==> src/rtl/cpu_pkg.sv <==
// -----------------------------------------------------------------------------
// cpu_pkg
// Shared constants and helpers for the instruction-fetch stage.
//   INSTR_W          : instruction / address width
//   NOP_INSTR        : bubble word loaded into IF/ID on a squash
//   RESET_PC_DEFAULT : default PC after reset (word aligned)
//   PC_STEP          : sequential PC increment in bytes
// -----------------------------------------------------------------------------
package cpu_pkg;

    localparam int                 INSTR_W          = 32;
    localparam logic [INSTR_W-1:0] NOP_INSTR        = 32'h0000_0000;
    localparam logic [INSTR_W-1:0] RESET_PC_DEFAULT = 32'h0000_0000;
    localparam logic [INSTR_W-1:0] PC_STEP          = 32'd4;

    // Clears the byte-offset bits so every fetch address is word aligned.
    function automatic logic [INSTR_W-1:0] word_align(input logic [INSTR_W-1:0] addr);
        return {addr[INSTR_W-1:2], 2'b00};
    endfunction

    function automatic logic is_misaligned(input logic [INSTR_W-1:0] addr);
        return (addr[1:0] != 2'b00);
    endfunction

endpackage

==> src/rtl/if_fetch_unit_if.sv <==
// -----------------------------------------------------------------------------
// if_fetch_unit_if
// Bundles the fetch-stage control inputs, the instruction-memory read port and
// the IF/ID outputs.
//   master : the fetch unit (drives im_addr, pc, IF/ID, status, counters)
//   slave  : the surroundings (hazard unit, ID stage, instruction memory)
// Signals:
//   stall, flush, br_taken, br_target, jmp, jmp_target : redirect / hazard ctl
//   im_addr -> / <- im_data                            : combinational imem read
//   pc, ifid_instr, ifid_pc4, ifid_valid               : stage state
//   align_err, fetch_cnt, stall_cnt                    : status / perf counters
// -----------------------------------------------------------------------------
interface if_fetch_unit_if #(
    parameter int W = cpu_pkg::INSTR_W
);
    logic         stall;
    logic         flush;
    logic         br_taken;
    logic [W-1:0] br_target;
    logic         jmp;
    logic [W-1:0] jmp_target;
    logic [W-1:0] im_addr;
    logic [W-1:0] im_data;
    logic [W-1:0] pc;
    logic [W-1:0] ifid_instr;
    logic [W-1:0] ifid_pc4;
    logic         ifid_valid;
    logic         align_err;
    logic [31:0]  fetch_cnt;
    logic [31:0]  stall_cnt;

    modport master (
        input  stall, flush, br_taken, br_target, jmp, jmp_target, im_data,
        output im_addr, pc, ifid_instr, ifid_pc4, ifid_valid, align_err,
               fetch_cnt, stall_cnt
    );

    modport slave (
        output stall, flush, br_taken, br_target, jmp, jmp_target, im_data,
        input  im_addr, pc, ifid_instr, ifid_pc4, ifid_valid, align_err,
               fetch_cnt, stall_cnt
    );
endinterface

==> src/rtl/if_fetch_unit_pc_reg.sv <==
// -----------------------------------------------------------------------------
// pc_reg
// Program counter with next-PC selection and redirect-target alignment.
// Ports:
//   clk, rst       : clock, async active-high reset
//   i_stall        : hold PC (ignored when a redirect is present)
//   i_br_taken     : take i_br_target (highest priority)
//   i_br_target    : branch target byte address
//   i_jmp          : take i_jmp_target
//   i_jmp_target   : jump target byte address
//   o_pc           : current PC
//   o_align_err    : sticky, set when a selected target had nonzero bits [1:0]
// -----------------------------------------------------------------------------
module pc_reg
    import cpu_pkg::*;
#(
    parameter logic [INSTR_W-1:0] RESET_PC = RESET_PC_DEFAULT
) (
    input  logic               clk,
    input  logic               rst,
    input  logic               i_stall,
    input  logic               i_br_taken,
    input  logic [INSTR_W-1:0] i_br_target,
    input  logic               i_jmp,
    input  logic [INSTR_W-1:0] i_jmp_target,
    output logic [INSTR_W-1:0] o_pc,
    output logic               o_align_err
);

    logic [INSTR_W-1:0] r_pc;
    logic               r_align_err;
    logic               w_redirect;
    logic [INSTR_W-1:0] w_target;
    logic [INSTR_W-1:0] w_pc_next;
    logic               w_misaligned;

    assign w_redirect   = i_br_taken | i_jmp;
    assign w_target     = i_br_taken ? i_br_target : i_jmp_target;
    // Only the target actually selected can raise the alignment error.
    assign w_misaligned = w_redirect & is_misaligned(w_target);

    // Redirects beat stall; the sequential add wraps naturally at 2^32.
    always_comb begin
        w_pc_next = r_pc + PC_STEP;
        if (w_redirect) begin
            w_pc_next = word_align(w_target);
        end else if (i_stall) begin
            w_pc_next = r_pc;
        end
    end

    always_ff @(posedge clk or posedge rst) begin
        if (rst) begin
            r_pc        <= RESET_PC;
            r_align_err <= 1'b0;
        end else begin
            r_pc <= w_pc_next;
            if (w_misaligned) begin
                r_align_err <= 1'b1;
            end
        end
    end

    assign o_pc        = r_pc;
    assign o_align_err = r_align_err;

endmodule

==> src/rtl/if_fetch_unit.sv <==
// -----------------------------------------------------------------------------
// if_fetch_unit
// Instruction-fetch stage: drives the PC onto the combinational instruction
// memory port and captures the returned word into the IF/ID register.
// Ports:
//   clk  : rising-edge clock
//   rst  : asynchronous active-high reset
//   bus  : if_fetch_unit_if.master (controls, imem port, IF/ID, status)
// Optional feature macro FETCH_PERF_EN:
//   defined   -> fetch_cnt / stall_cnt are live 32-bit wrapping counters
//   undefined -> both read as zero and no counter flops exist
// -----------------------------------------------------------------------------
module if_fetch_unit #(
    parameter logic [31:0] RESET_PC = cpu_pkg::RESET_PC_DEFAULT,
    parameter int          INSTR_W  = cpu_pkg::INSTR_W
) (
    input  logic            clk,
    input  logic            rst,
    if_fetch_unit_if.master bus
);
    import cpu_pkg::*;

    logic [INSTR_W-1:0] w_pc;
    logic [INSTR_W-1:0] w_pc4;
    logic               w_redirect;
    logic               w_squash;
    logic               w_load;

    logic [INSTR_W-1:0] r_ifid_instr;
    logic [INSTR_W-1:0] r_ifid_pc4;
    logic               r_ifid_valid;

    pc_reg #(
        .RESET_PC (RESET_PC)
    ) u_pc_reg (
        .clk          (clk),
        .rst          (rst),
        .i_stall      (bus.stall),
        .i_br_taken   (bus.br_taken),
        .i_br_target  (bus.br_target),
        .i_jmp        (bus.jmp),
        .i_jmp_target (bus.jmp_target),
        .o_pc         (w_pc),
        .o_align_err  (bus.align_err)
    );

    assign w_pc4      = w_pc + PC_STEP;
    assign w_redirect = bus.br_taken | bus.jmp;
    // No delay slot: the word fetched alongside a redirect is squashed.
    assign w_squash   = bus.flush | w_redirect;
    assign w_load     = ~w_squash & ~bus.stall;

    // Squash leaves ifid_pc4 untouched; only instr/valid form the bubble.
    always_ff @(posedge clk or posedge rst) begin
        if (rst) begin
            r_ifid_instr <= NOP_INSTR;
            r_ifid_pc4   <= '0;
            r_ifid_valid <= 1'b0;
        end else if (w_squash) begin
            r_ifid_instr <= NOP_INSTR;
            r_ifid_valid <= 1'b0;
        end else if (w_load) begin
            r_ifid_instr <= bus.im_data;
            r_ifid_pc4   <= w_pc4;
            r_ifid_valid <= 1'b1;
        end
    end

`ifdef FETCH_PERF_EN
    logic [31:0] r_fetch_cnt;
    logic [31:0] r_stall_cnt;

    always_ff @(posedge clk or posedge rst) begin
        if (rst) begin
            r_fetch_cnt <= '0;
            r_stall_cnt <= '0;
        end else begin
            if (w_load) begin
                r_fetch_cnt <= r_fetch_cnt + 32'd1;
            end
            if (bus.stall && !w_redirect) begin
                r_stall_cnt <= r_stall_cnt + 32'd1;
            end
        end
    end

    assign bus.fetch_cnt = r_fetch_cnt;
    assign bus.stall_cnt = r_stall_cnt;
`else
    assign bus.fetch_cnt = 32'h0;
    assign bus.stall_cnt = 32'h0;
`endif

    assign bus.pc         = w_pc;
    assign bus.im_addr    = w_pc;
    assign bus.ifid_instr = r_ifid_instr;
    assign bus.ifid_pc4   = r_ifid_pc4;
    assign bus.ifid_valid = r_ifid_valid;

endmodule

==> src/flat_wrapper.sv <==
// flat-port wrapper written by rule: the top's interface ports become plain ports
module if_fetch_unit_flat import cpu_pkg::*;
#(
    parameter logic [31:0] RESET_PC = cpu_pkg::RESET_PC_DEFAULT,
    parameter int          INSTR_W  = cpu_pkg::INSTR_W
)
  (clk, rst, bus_stall, bus_flush, bus_br_taken, bus_br_target, bus_jmp, bus_jmp_target, bus_im_data, bus_im_addr, bus_pc, bus_ifid_instr, bus_ifid_pc4, bus_ifid_valid, bus_align_err, bus_fetch_cnt, bus_stall_cnt);
  if_fetch_unit_if bus_i ();
  input  logic clk;
  input  logic rst;
  input wire logic [$bits(bus_i.stall)-1:0] bus_stall;
  input wire logic [$bits(bus_i.flush)-1:0] bus_flush;
  input wire logic [$bits(bus_i.br_taken)-1:0] bus_br_taken;
  input wire logic [$bits(bus_i.br_target)-1:0] bus_br_target;
  input wire logic [$bits(bus_i.jmp)-1:0] bus_jmp;
  input wire logic [$bits(bus_i.jmp_target)-1:0] bus_jmp_target;
  input wire logic [$bits(bus_i.im_data)-1:0] bus_im_data;
  output wire logic [$bits(bus_i.im_addr)-1:0] bus_im_addr;
  output wire logic [$bits(bus_i.pc)-1:0] bus_pc;
  output wire logic [$bits(bus_i.ifid_instr)-1:0] bus_ifid_instr;
  output wire logic [$bits(bus_i.ifid_pc4)-1:0] bus_ifid_pc4;
  output wire logic [$bits(bus_i.ifid_valid)-1:0] bus_ifid_valid;
  output wire logic [$bits(bus_i.align_err)-1:0] bus_align_err;
  output wire logic [$bits(bus_i.fetch_cnt)-1:0] bus_fetch_cnt;
  output wire logic [$bits(bus_i.stall_cnt)-1:0] bus_stall_cnt;
  assign bus_i.stall = bus_stall;
  assign bus_i.flush = bus_flush;
  assign bus_i.br_taken = bus_br_taken;
  assign bus_i.br_target = bus_br_target;
  assign bus_i.jmp = bus_jmp;
  assign bus_i.jmp_target = bus_jmp_target;
  assign bus_i.im_data = bus_im_data;
  assign bus_im_addr = bus_i.im_addr;
  assign bus_pc = bus_i.pc;
  assign bus_ifid_instr = bus_i.ifid_instr;
  assign bus_ifid_pc4 = bus_i.ifid_pc4;
  assign bus_ifid_valid = bus_i.ifid_valid;
  assign bus_align_err = bus_i.align_err;
  assign bus_fetch_cnt = bus_i.fetch_cnt;
  assign bus_stall_cnt = bus_i.stall_cnt;
  if_fetch_unit #(.RESET_PC(RESET_PC), .INSTR_W(INSTR_W)) u_core (.clk(clk), .rst(rst), .bus(bus_i));
endmodule
==> config.mk <==
export PLATFORM = sky130hd
export DESIGN_NAME = if_fetch_unit_flat
export DESIGN_NICKNAME = d
export VERILOG_FILES = /design/src/rtl/cpu_pkg.sv /design/src/rtl/if_fetch_unit_if.sv /design/src/rtl/if_fetch_unit_pc_reg.sv /design/src/rtl/if_fetch_unit.sv /design/src/flat_wrapper.sv
export SDC_FILE = /design/constraint.sdc
export NUM_CORES = 1
export LEC_CHECK = 0
export CAP_MARGIN = 40
export CORE_AREA = 2 2 119 121
export CTS_CLUSTER_SIZE = 16
export DETAILED_ROUTE_END_ITERATION = 8
export DIE_AREA = 0 0 121 123
export PLACE_DENSITY = 0.83
export SYNTH_ARGS = -nofsm -noshare
export SYNTH_HDL_FRONTEND = slang
export SYNTH_SLANG_ARGS = --single-unit
==> constraint.sdc <==
create_clock -name clk -period 8.05 [get_ports clk]
set_input_delay 0.805 -clock clk [delete_from_list [all_inputs] [get_ports clk]]
set_output_delay 0.805 -clock clk [all_outputs]
set_load 0.02 [all_outputs]
# Word level (Yosys, flattened, before mapping)
# Cells that the tools add are included.
op_classes:
  addsub: 1
  eq_ne: 1
  n_mux: 7
  bitwise_logic: 6
  reduce_logical: 3
op_table:
  columns: ["operator", "n"]
  rows:
  - ["2-to-1 mux 32 bit", 5]
  - ["adder 32 x 3 -> 32 bit, second input constant", 1]
  - ["nonzero test 2 bit", 2]
  - ["bitwise AND 1 bit", 2]
  - ["2-to-1 mux 1 bit", 2]
  - ["!= test 2 x 1 -> 1 bit, second input constant", 1]
  - ["NOT 1 bit", 2]
  - ["bitwise OR 1 bit", 2]
  - ["AND reduction 2 bit", 1]
word_totals:
  regBits: 98
  inputBits: 102
  output_inout_bits: 194

# Logic depth before layout (Yosys ltp)
# Gate-level depths: netlist of run 1.
logic_depth:
  word_depth: 6
  depth_mapped: 8
  depth_no_buf: 5

# Cells and area by module
# A second synthesis of run 1 with hierarchy kept.
unflattened:
  cells_unflattened: 698
  area_unflattened_um2: 6389.9
modules_own_cells:
  columns: ["mod", "instances", "cells_each", "area_each_um2", "seq_area_each_um2"]
  rows:
  - ["if_fetch_unit", 1, 389, 3804.9, 1626.6]
  - ["pc_reg", 1, 309, 2585.0, 775.7]

# Least setup slack after synthesis of run 1
# Ideal clock, no wire load.
synth_timing:
  path_type: "input to register"
  start: "input port bus_jmp"
  end: "register u_core.r_ifid_instr[10], in the netlist u_core.bus.ifid_instr[10]"
  setup_ns: 0.066
  arrival_time_ns: 2.096
  required_time_ns: 7.984
  setup_slack_ns: 5.887
  stages: 6
  path_buffers: 3
  path_cell_list: "buf_2 -> or2_1 -> clkbuf_1 -> nor3_1 -> clkbuf_1 -> a22o_1"
synth_via:
  elab_chain_len: 5
  word_cells_on_any_way: 6
  cone_classes: "1 x mux; 4 x bitwise; 1 x reduce/logical"
synth_lines:
  columns: ["item", "line_no", "text"]
  rows:
  - ["start, declared", "flat_wrapper.sv:15", "input wire logic [$bits(bus_i.jmp)-1:0] bus_jmp;"]
  - ["bitwise OR 1 bit (*)", "if_fetch_unit.sv:48", "assign w_redirect = bus.br_taken | bus.jmp;"]
  - ["bitwise OR 1 bit (*)", "if_fetch_unit.sv:50", "assign w_squash = bus.flush | w_redirect;"]
  - ["NOT 1 bit", "if_fetch_unit.sv:51", "assign w_load = ~w_squash & ~bus.stall;"]
  - ["bitwise AND 1 bit", "if_fetch_unit.sv:51", null]
  - ["nonzero test 2 bit (no source line)", null, null]
  - ["end signal, assigned", "if_fetch_unit.sv:63", "r_ifid_instr <= bus.im_data;"]
  - ["end, declared", "if_fetch_unit.sv:29", "logic [INSTR_W-1:0] r_ifid_instr;"]
# Every way passes the cells marked *; elsewhere a longest branch is shown, timed or not.
# A chain may end at the register's enable or synchronous reset.

# Worst setup path in the final report of run 1
layout_timing:
  start: "input port bus_stall"
  end: "register u_core.u_pc_reg.r_pc[7], in the netlist u_core.u_pc_reg.o_pc[7]"
layout_via:
  elab_chain_len: 1
layout_lines:
  columns: ["item", "line_no", "text"]
  rows:
  - ["start, declared", "flat_wrapper.sv:11", "input wire logic [$bits(bus_i.stall)-1:0] bus_stall;"]
  - ["!= test 2 x 1 -> 1 bit (no source line)", null, null]
  - ["end signal, assigned", "if_fetch_unit_pc_reg.sv:57", "r_pc <= w_pc_next;"]
  - ["end, declared", "if_fetch_unit_pc_reg.sv:30", "logic [INSTR_W-1:0] r_pc;"]
# No other way between the ends.

==> insert_results.sql, run 1 <==
INSERT INTO impl_metrics (metric_group, metric, value, unit) VALUES
('clock_network', 'clk_path_buf_depth', '2', ''),
('global_routing', 'globalRouteOverflowTotal', '0', ''),
('drt', 'wl_per_cell', '18.7', 'um'),
('clock_network', 'worst_skew_pair.late_latency', '0.35', 'ns'),
('yosys', 'post_synth_xor_area_fraction', '0.0223', ''),
('clock_network', 'cts_buffers', '9', ''),
('global_routing', 'gr_util_all_layers', '0.245', ''),
('drt', 'route.detailed.drc', '0', ''),
('floorplanning', 'die_w', '121', 'um'),
('global_routing', 'pin_count_of_the_biggest_net_entering_global_routing', '69', ''),
('yosys', 'synth_enable_flop_cells', '0', ''),
('critical_path', 'timing.reg2reg.worst_path_depth', '4', ''),
('power_and_ir_drop', 'p_per_area', '191', 'nW/um2'),
('floorplanning', 'fp.coreArea', '13600', 'um2'),
('yosys', 'number_of_register_bits_inferred_by_synthesis', '94', ''),
('cells_and_area', 'fraction_of_final_layout_cells_with_drive_strength_greater_than_1', '0.0444', ''),
('clock_network', 'post_cts.resized_instances', '0', ''),
('yosys', 'synth_simple_gate_area_share', '0.150', ''),
('clock_network', 'clock-root-buffer', 'clkbuf_16', ''),
('clock_network', 'tritoncts_clock_tree', 'done', ''),
('placement', 'place.gp.congestion', '0.877', ''),
('drt', 'top_signal_layer_used', 'met4', ''),
('sta', 'final-setup-viol-count', '0', ''),
('clock_network', 'cts_hold_buffers', '0', ''),
('run_status', 'result_of_the_run', 'finished, final reports clean', ''),
('yosys', 'synth_cell_type_count', '55', ''),
('sta', 'final.setup_skew', '0.00806', 'ns'),
('global_routing', 'grt_first_pass_wirelength', '28.5', 'mm'),
('power_and_ir_drop', 'ir_worst_vdd', '0.000121', 'V'),
('cells_and_area', 'fin_nets', '909', ''),
('yosys', 'syn_area_per_cell', '9.19', 'um2'),
('sta', 'report.final.slew_viol_count', '0', ''),
('critical_path', 'critical_path.endpoint_type', 'register', ''),
('sta', 'tightestPinTransition', '0.922', 'ns'),
('sta', 'timing.setup.tns', '0', 'ns'),
('sta', 'hold_viol_final', '0', ''),
('drt', 'detailroute.wirelength.met2', '8.86', 'mm'),
('critical_path', 'timing.critical_path.fanout_max', '21', ''),
('yosys', 'yosys.area_share.adder', '0.00212', ''),
('yosys', 'synth_warnings', '0', ''),
('sta', 'final_period_minus_worst_setup_slack', '2.99', 'ns'),
('drt', 'first_pass_iters', '5', ''),
('sta', 'slew-limit-headroom', '0.383', ''),
('cells_and_area', 'antenna_cells_inserted', '0', ''),
('floorplanning', 'start_util', '0.433', ''),
('flow_run', 'maxCapViolations', '0', ''),
('sta', 'period_share', '0.372', ''),
('yosys', 'synth_compound_area_frac', '0.237', ''),
('critical_path', 'worst_ep_arrival_time', '3.23', 'ns'),
('global_routing', 'initial_antenna_violation_count', '0', ''),
('critical_path', 'worst_path_required_time', '8.29', 'ns'),
('yosys', 'multiplexer_share_of_the_synthesized_area', '0.0157', ''),
('drt', 'drt-initial-drc-count', '573', ''),
('sta', 'max_freq', '334', 'MHz'),
('critical_path', 'worst_setup_path_type', 'in2reg', ''),
('floorplanning', 'io_pins', '296', ''),
('clock_network', 'tritoncts_num_sinks', '94', ''),
('critical_path', 'timing.critical_path.from_type', 'input port', ''),
('clock_network', 'cts.reportedPaths.clkPinSlew', '0.07', 'ns'),
('power_and_ir_drop', 'finalPower', '1.54', 'mW'),
('placement', 'hpwlAfterDp', '13.2', 'mm'),
('clock_network', 'postCtsSetupRepairBufs', '0', ''),
('power_and_ir_drop', 'power.leakage', '3.25', 'nW'),
('worst_hold_path', 'holdPathStages', '1', ''),
('floorplanning', 'count_of_standard_cell_rows', '43', ''),
('drt', 'drt-met1-wl', '7.78', 'mm'),
('sta', 'fin_worst_hold_slack', '0.503', 'ns'),
('floorplanning', 'die_height', '123', 'um'),
('drt', 'detail_route.wirelength', '18.5', 'mm'),
('yosys', 'synth_top_family_by_area', 'compound AO/OA/AOI/OAI gates', ''),
('sta', 'setup_repair_after_global_routing_missed_its_margin', 'false', '');
==> path summary, 6_finish.rpt <==
| path | from | to | slack, ns |
|---|---|---|---|
| max reg2reg | u_core.u_pc_reg.o_pc[9]$_DFFE_PP0N_ | u_core.u_pc_reg.o_pc[19]$_DFFE_PP0N_ | 5.55 |
| min in group asynchronous | rst | u_core.bus.ifid_instr[18]$_DFFE_PP0P_ | 0.75 |
| min reg2reg | u_core.bus.ifid_instr[1]$_DFFE_PP0P_ | u_core.bus.ifid_instr[1]$_DFFE_PP0P_ | 0.50 |
| max in group asynchronous | rst | u_core.bus.ifid_pc4[3]$_DFFE_PP0P_ | 6.34 |
| min | u_core.bus.ifid_instr[1]$_DFFE_PP0P_ | u_core.bus.ifid_instr[1]$_DFFE_PP0P_ | 0.50 |
| max | bus_stall | u_core.u_pc_reg.o_pc[7]$_DFFE_PP0N_ | 5.06 |
==> synth_stat cells, drive strengths merged (11+ instances only) <==
cell / number / area (um2)
clkbuf: 28 / 109
a211oi: 11 / 82.6
buf: 121 / 871
or4: 11 / 82.6
o21ai: 20 / 100
o22ai: 13 / 81.3
nor4: 11 / 68.8
nand2: 32 / 120
dfrtp: 94 / 2350
a21oi: 30 / 150
a31oi: 20 / 125
nor3: 20 / 100
o31ai: 11 / 82.6
nand3: 15 / 80.1
nor2: 39 / 146
a22o: 44 / 385
==> layer usage <==
metal  track usage  vias up
met3        0.0549       20
met4        0.0763        0
met2         0.393      327
met5             0        -
met1         0.333     2630
li1              -     2541
==> flip-flops by register name, indices dropped and copies added (netlist names) <==
register                     count
u_core.u_pc_reg.o_align_err      1
u_core.u_pc_reg.o_pc            30
u_core.bus.ifid_valid            1
u_core.bus.ifid_pc4             30
u_core.bus.ifid_instr           32
==> critical path: stages <==
cell,delay [ns]
clkdlybuf4s50_1,1.08
inv_1,0.47
nor2_1,0.57
a31oi_1,0.08
o22a_1,0.22
==> placed cells by master (no fill, tap or decap), types with 13 or more instances in the layout <==
| cell | instances |
|---|---|
| a31oi_1 | 20 |
| o22ai_1 | 13 |
| nor3_1 | 18 |
| o21ai_0 | 19 |
| nor2_1 | 39 |
| dfrtp_1 | 94 |
| nand2_1 | 32 |
| a21oi_1 | 30 |
| clkdlybuf4s50_1 | 224 |
| a22o_1 | 44 |
| conb_1 | 70 |
| nand3_1 | 14 |
==> power by group <==
part	total (mW)	internal [mW]	switching (mW)
Combinational	0.491	0.235	0.256
Sequential	0.599	0.528	0.0717
Clock	0.449	0.247	0.202
Total	1.54	1.01	0.530
==> cell families after synthesis <==
logic type | after synthesis
compound gates | 195
xor+xnor | 15
fa+ha+maj | 1
buf+inv | 159
flops | 94
mux | 9
other cells | 1
simple gates | 167
==> through the flow <==
stage                     cell area [um2]  utilization  std cells  setup WS, ns
final                                8060        0.592        991          5.06
after global routing                 8060        0.592        991          4.92
after CTS                            8060        0.592        991          5.11
after detailed placement             7750        0.570        975          4.73
after global placement               7710        0.567        973          4.71
after floorplan                      6150            -        710          4.80
==> area by class of cell <==
cell class,instances,area [um2]
well taps,180,225
repair buffers,234,2340
clock inverters,6,73.8
multi-input cells,457,2790
fillers,1149,5560
clock buffers,10,229
inverters,10,40.0
flip-flops and latches,94,2350
Note: power is estimated with default switching activity, not from simulation.
==> inputs of run 2 (changes only) <==
CORE_AREA = 2 2 130 132   (was 2 2 119 121)
DIE_AREA = 0 0 132 134   (was 0 0 121 123)
PLACE_DENSITY = 0.74   (was 0.83)
clock period = 2.5 ns   (was 8.05 ns; I/O delays follow)
==> run 2 against run 1 <==
Sequential power grew to 3.2 times the previous value; largest cell class unchanged; core utilization is 8.4 points lower; via count is 0.76% higher; critical path depth is 1 lower; non-clock buffer count is 22 higher; setup slack worse by 4.7 ns; sequential cell count stayed put; clock skew is 0.0019 ns lower; clock power grew to 3.1 times the previous value; hold slack worse by 0.18 ns.
==> insert_results.sql, run 2 (synthesis results as in run 1) <==
INSERT INTO impl_metrics (metric_group, metric, value, unit) VALUES
('clock_network', 'clock-root-buffer', 'clkbuf_16', ''),
('sta', 'tightestPinTransition', '0.725', 'ns'),
('drt', 'wl_per_cell', '18.5', 'um'),
('worst_hold_path', 'hold_class', 'in2async', ''),
('clock_network', 'cts.reportedPaths.clkPinSlew', '0.08', 'ns'),
('cells_and_area', 'fin_nets', '931', ''),
('global_routing', 'grt_first_pass_wirelength', '30.5', 'mm'),
('critical_path', 'critical_path.max_stage_delay', '0.61', 'ns'),
('sta', 'period_share', '0.851', ''),
('clock_network', 'tritoncts_clock_tree', 'done', ''),
('critical_path', 'worstReg2RegEnd', 'u_core.bus.ifid_pc4[26]$_DFFE_PP0P_', ''),
('drt', 'via_count', '5560', ''),
('cells_and_area', 'area_delta_synth_final', '40.5', '%'),
('sta', 'timing.setup.tns', '0', 'ns'),
('critical_path', 'cp-startpoint', 'u_core.u_pc_reg.o_pc[15]$_DFFE_PP0N_', ''),
('clock_network', 'clk_path_buf_depth', '2', ''),
('drt', 'route.antenna.remaining_nets', '0', ''),
('floorplanning', 'die_height', '134', 'um'),
('clock_network', 'htreeDepth', '3', ''),
('drt', 'avgViaCountPerCell', '5.28', ''),
('power_and_ir_drop', 'ir_worst_vdd', '0.000355', 'V'),
('critical_path', 'critical_path.slowest_cell', 'or4_1', ''),
('clock_network', 'cts_hold_buffers', '0', ''),
('placement', 'hpwlAfterDp', '14.7', 'mm'),
('power_and_ir_drop', 'p_per_area', '601', 'nW/um2'),
('cells_and_area', 'seqCellArea', '2350', 'um2'),
('floorplanning', 'start_util', '0.362', ''),
('global_routing', 'grt_pass1_vias', '5273', ''),
('cells_and_area', 'layout_common_cells', '224 x clkdlybuf4s50_1, 94 x dfrtp_1, 70 x conb_1', ''),
('floorplanning', 'die_w', '132', 'um'),
('cells_and_area', 'fraction_of_final_layout_cells_with_drive_strength_greater_than_1', '0.0708', ''),
('placement', 'dpl_worst_slack', '0.283', 'ns'),
('placement', 'io_buffers', '225', ''),
('critical_path', 'critical_path.endpoint_type', 'register', ''),
('cells_and_area', 'layoutNonFillerInstCount', '1053', ''),
('power_and_ir_drop', 'power.leakage', '3.35', 'nW'),
('floorplanning', 'count_of_standard_cell_rows', '47', ''),
('sta', 'slew-limit-headroom', '0.512', ''),
('clock_network', 'postCtsSetupRepairBufs', '0', ''),
('critical_path', 'worst_ep_arrival_time', '2.41', 'ns'),
('clock_network', 'post_cts.resized_instances', '0', ''),
('floorplanning', 'io_pins', '296', ''),
('flow_run', 'maxCapViolations', '0', ''),
('cells_and_area', 'filler_cell_count', '1562', ''),
('critical_path', 'timing.critical_path.cells', 'and4_1 -> nand4_4 -> or4_1 -> a31oi_1', ''),
('sta', 'final_period_minus_worst_setup_slack', '2.13', 'ns'),
('placement', 'place.gp.congestion', '0.855', ''),
('critical_path', 'worst_setup_path_type', 'reg2reg', ''),
('run_status', 'result_of_the_run', 'finished, final reports clean', ''),
('sta', 'final.setup_skew', '0.00612', 'ns'),
('cells_and_area', 'largest_register_ff_count', '32', ''),
('drt', 'detail_route.wirelength', '19.5', 'mm'),
('critical_path', 'timing.critical_path.from_type', 'register', ''),
('global_routing', 'globalRouteOverflowTotal', '0', ''),
('clock_network', 'tritoncts_num_sinks', '94', ''),
('floorplanning', 'fp.dieArea', '17700', 'um2'),
('power_and_ir_drop', 'finalPower', '4.98', 'mW'),
('sta', 'final.setup.worst_slack', '0.373', 'ns'),
('sta', 'hold_viol_final', '0', ''),
('placement', 'placedCellCount', '1037', ''),
('sta', 'max_freq', '470', 'MHz'),
('sta', 'final-setup-viol-count', '0', ''),
('cells_and_area', 'final_common_cell', 'clkdlybuf4s50_1', ''),
('critical_path', 'timing.reg2reg.setup_slack', '0.37', 'ns'),
('global_routing', 'pin_count_of_the_biggest_net_entering_global_routing', '72', ''),
('critical_path', 'timing.reg2reg.worst_path_depth', '4', ''),
('global_routing', 'gr_util_all_layers', '0.219', ''),
('critical_path', 'timing.critical_path.fanout_max', '24', ''),
('critical_path', 'critical_path.reg2reg.startpoint', 'u_core.u_pc_reg.o_pc[15]$_DFFE_PP0N_', ''),
('drt', 'route.detailed.drc', '0', ''),
('sta', 'report.final.slew_viol_count', '0', ''),
('clock_network', 'cts_buffers', '9', ''),
('cells_and_area', 'antenna_cells_inserted', '0', ''),
('floorplanning', 'fp.coreArea', '16300', 'um2'),
('critical_path', 'worst_path_required_time', '2.78', 'ns'),
('global_routing', 'initial_antenna_violation_count', '0', ''),
('drt', 'drt-initial-drc-count', '360', ''),
('clock_network', 'worst_skew_pair.late_latency', '0.36', 'ns'),
('cells_and_area', 'multi_input_area', '2790', 'um2'),
('sta', 'setup_repair_after_global_routing_missed_its_margin', 'false', ''),
('drt', 'first_pass_iters', '5', '');
run 2: worst max path at each step:
stage | end | slack, ns
final | u_core.bus.ifid_pc4[26]$_DFFE_PP0P_ | 0.37
after global routing | u_core.u_pc_reg.o_pc[24]$_DFFE_PP0N_ | 0.22
after CTS | u_core.bus.ifid_pc4[20]$_DFFE_PP0P_ | 0.39
after detailed placement | u_core.u_pc_reg.o_pc[17]$_DFFE_PP0N_ | 0.28
after global placement | u_core.u_pc_reg.o_pc[20]$_DFFE_PP0N_ | 0.31
after floorplan | u_core.bus.ifid_pc4[24]$_DFFE_PP0P_ | 0.56
run 2: worst max-delay path, delay by kind of cell, from the launching register on:
| family | cells | cell delay (ns) |
|---|---|---|
| DFF | 1 | 0.47 |
| AOI/OAI and AO/OA | 1 | 0.17 |
| and+or+nand+nor | 3 | 1.41 |
run 2: layer usage:
metal	vias to the layer above	track usage	share of wire
li1	2591	-	-
met1	2643	0.288	0.41
met2	300	0.359	0.48
met3	26	0.0506	0.092
met4	0	0.0719	0.020
met5	-	0	0
run 2: power breakdown:
part,switching (mW),internal [mW]
logic,0.885,0.786
registers,0.194,1.70
clock network,0.700,0.713
total,1.78,3.20
run 2: layout make-up:
cell class	count	area share
multi-input cells	457	0.337
repair buffers	256	0.304
flip-flops and latches	94	0.284
well taps	220	0.0332
clock buffers	9	0.0272
clock inverters	7	0.00907
inverters	10	0.00499
run 2: per-stage QoR:
step / utilization / hold WS [ns] / cell area (um2)
2_1_floorplan: - / 0.323 / 6150
3_3_place_gp: 0.490 / 0.475 / 7980
3_5_place_dp: 0.490 / 0.472 / 7980
4_1_cts: 0.508 / 0.338 / 8280
5_1_grt: 0.508 / 0.369 / 8280
6_report: 0.508 / 0.328 / 8280
==> inputs of run 3 (changes only) <==
CTS_BUF_LIST = sky130_fd_sc_hd__clkbuf_16   (was not set)
==> results of run 3 <==
Same layout as run 2: the final DEF is identical, and so are final timing and power.
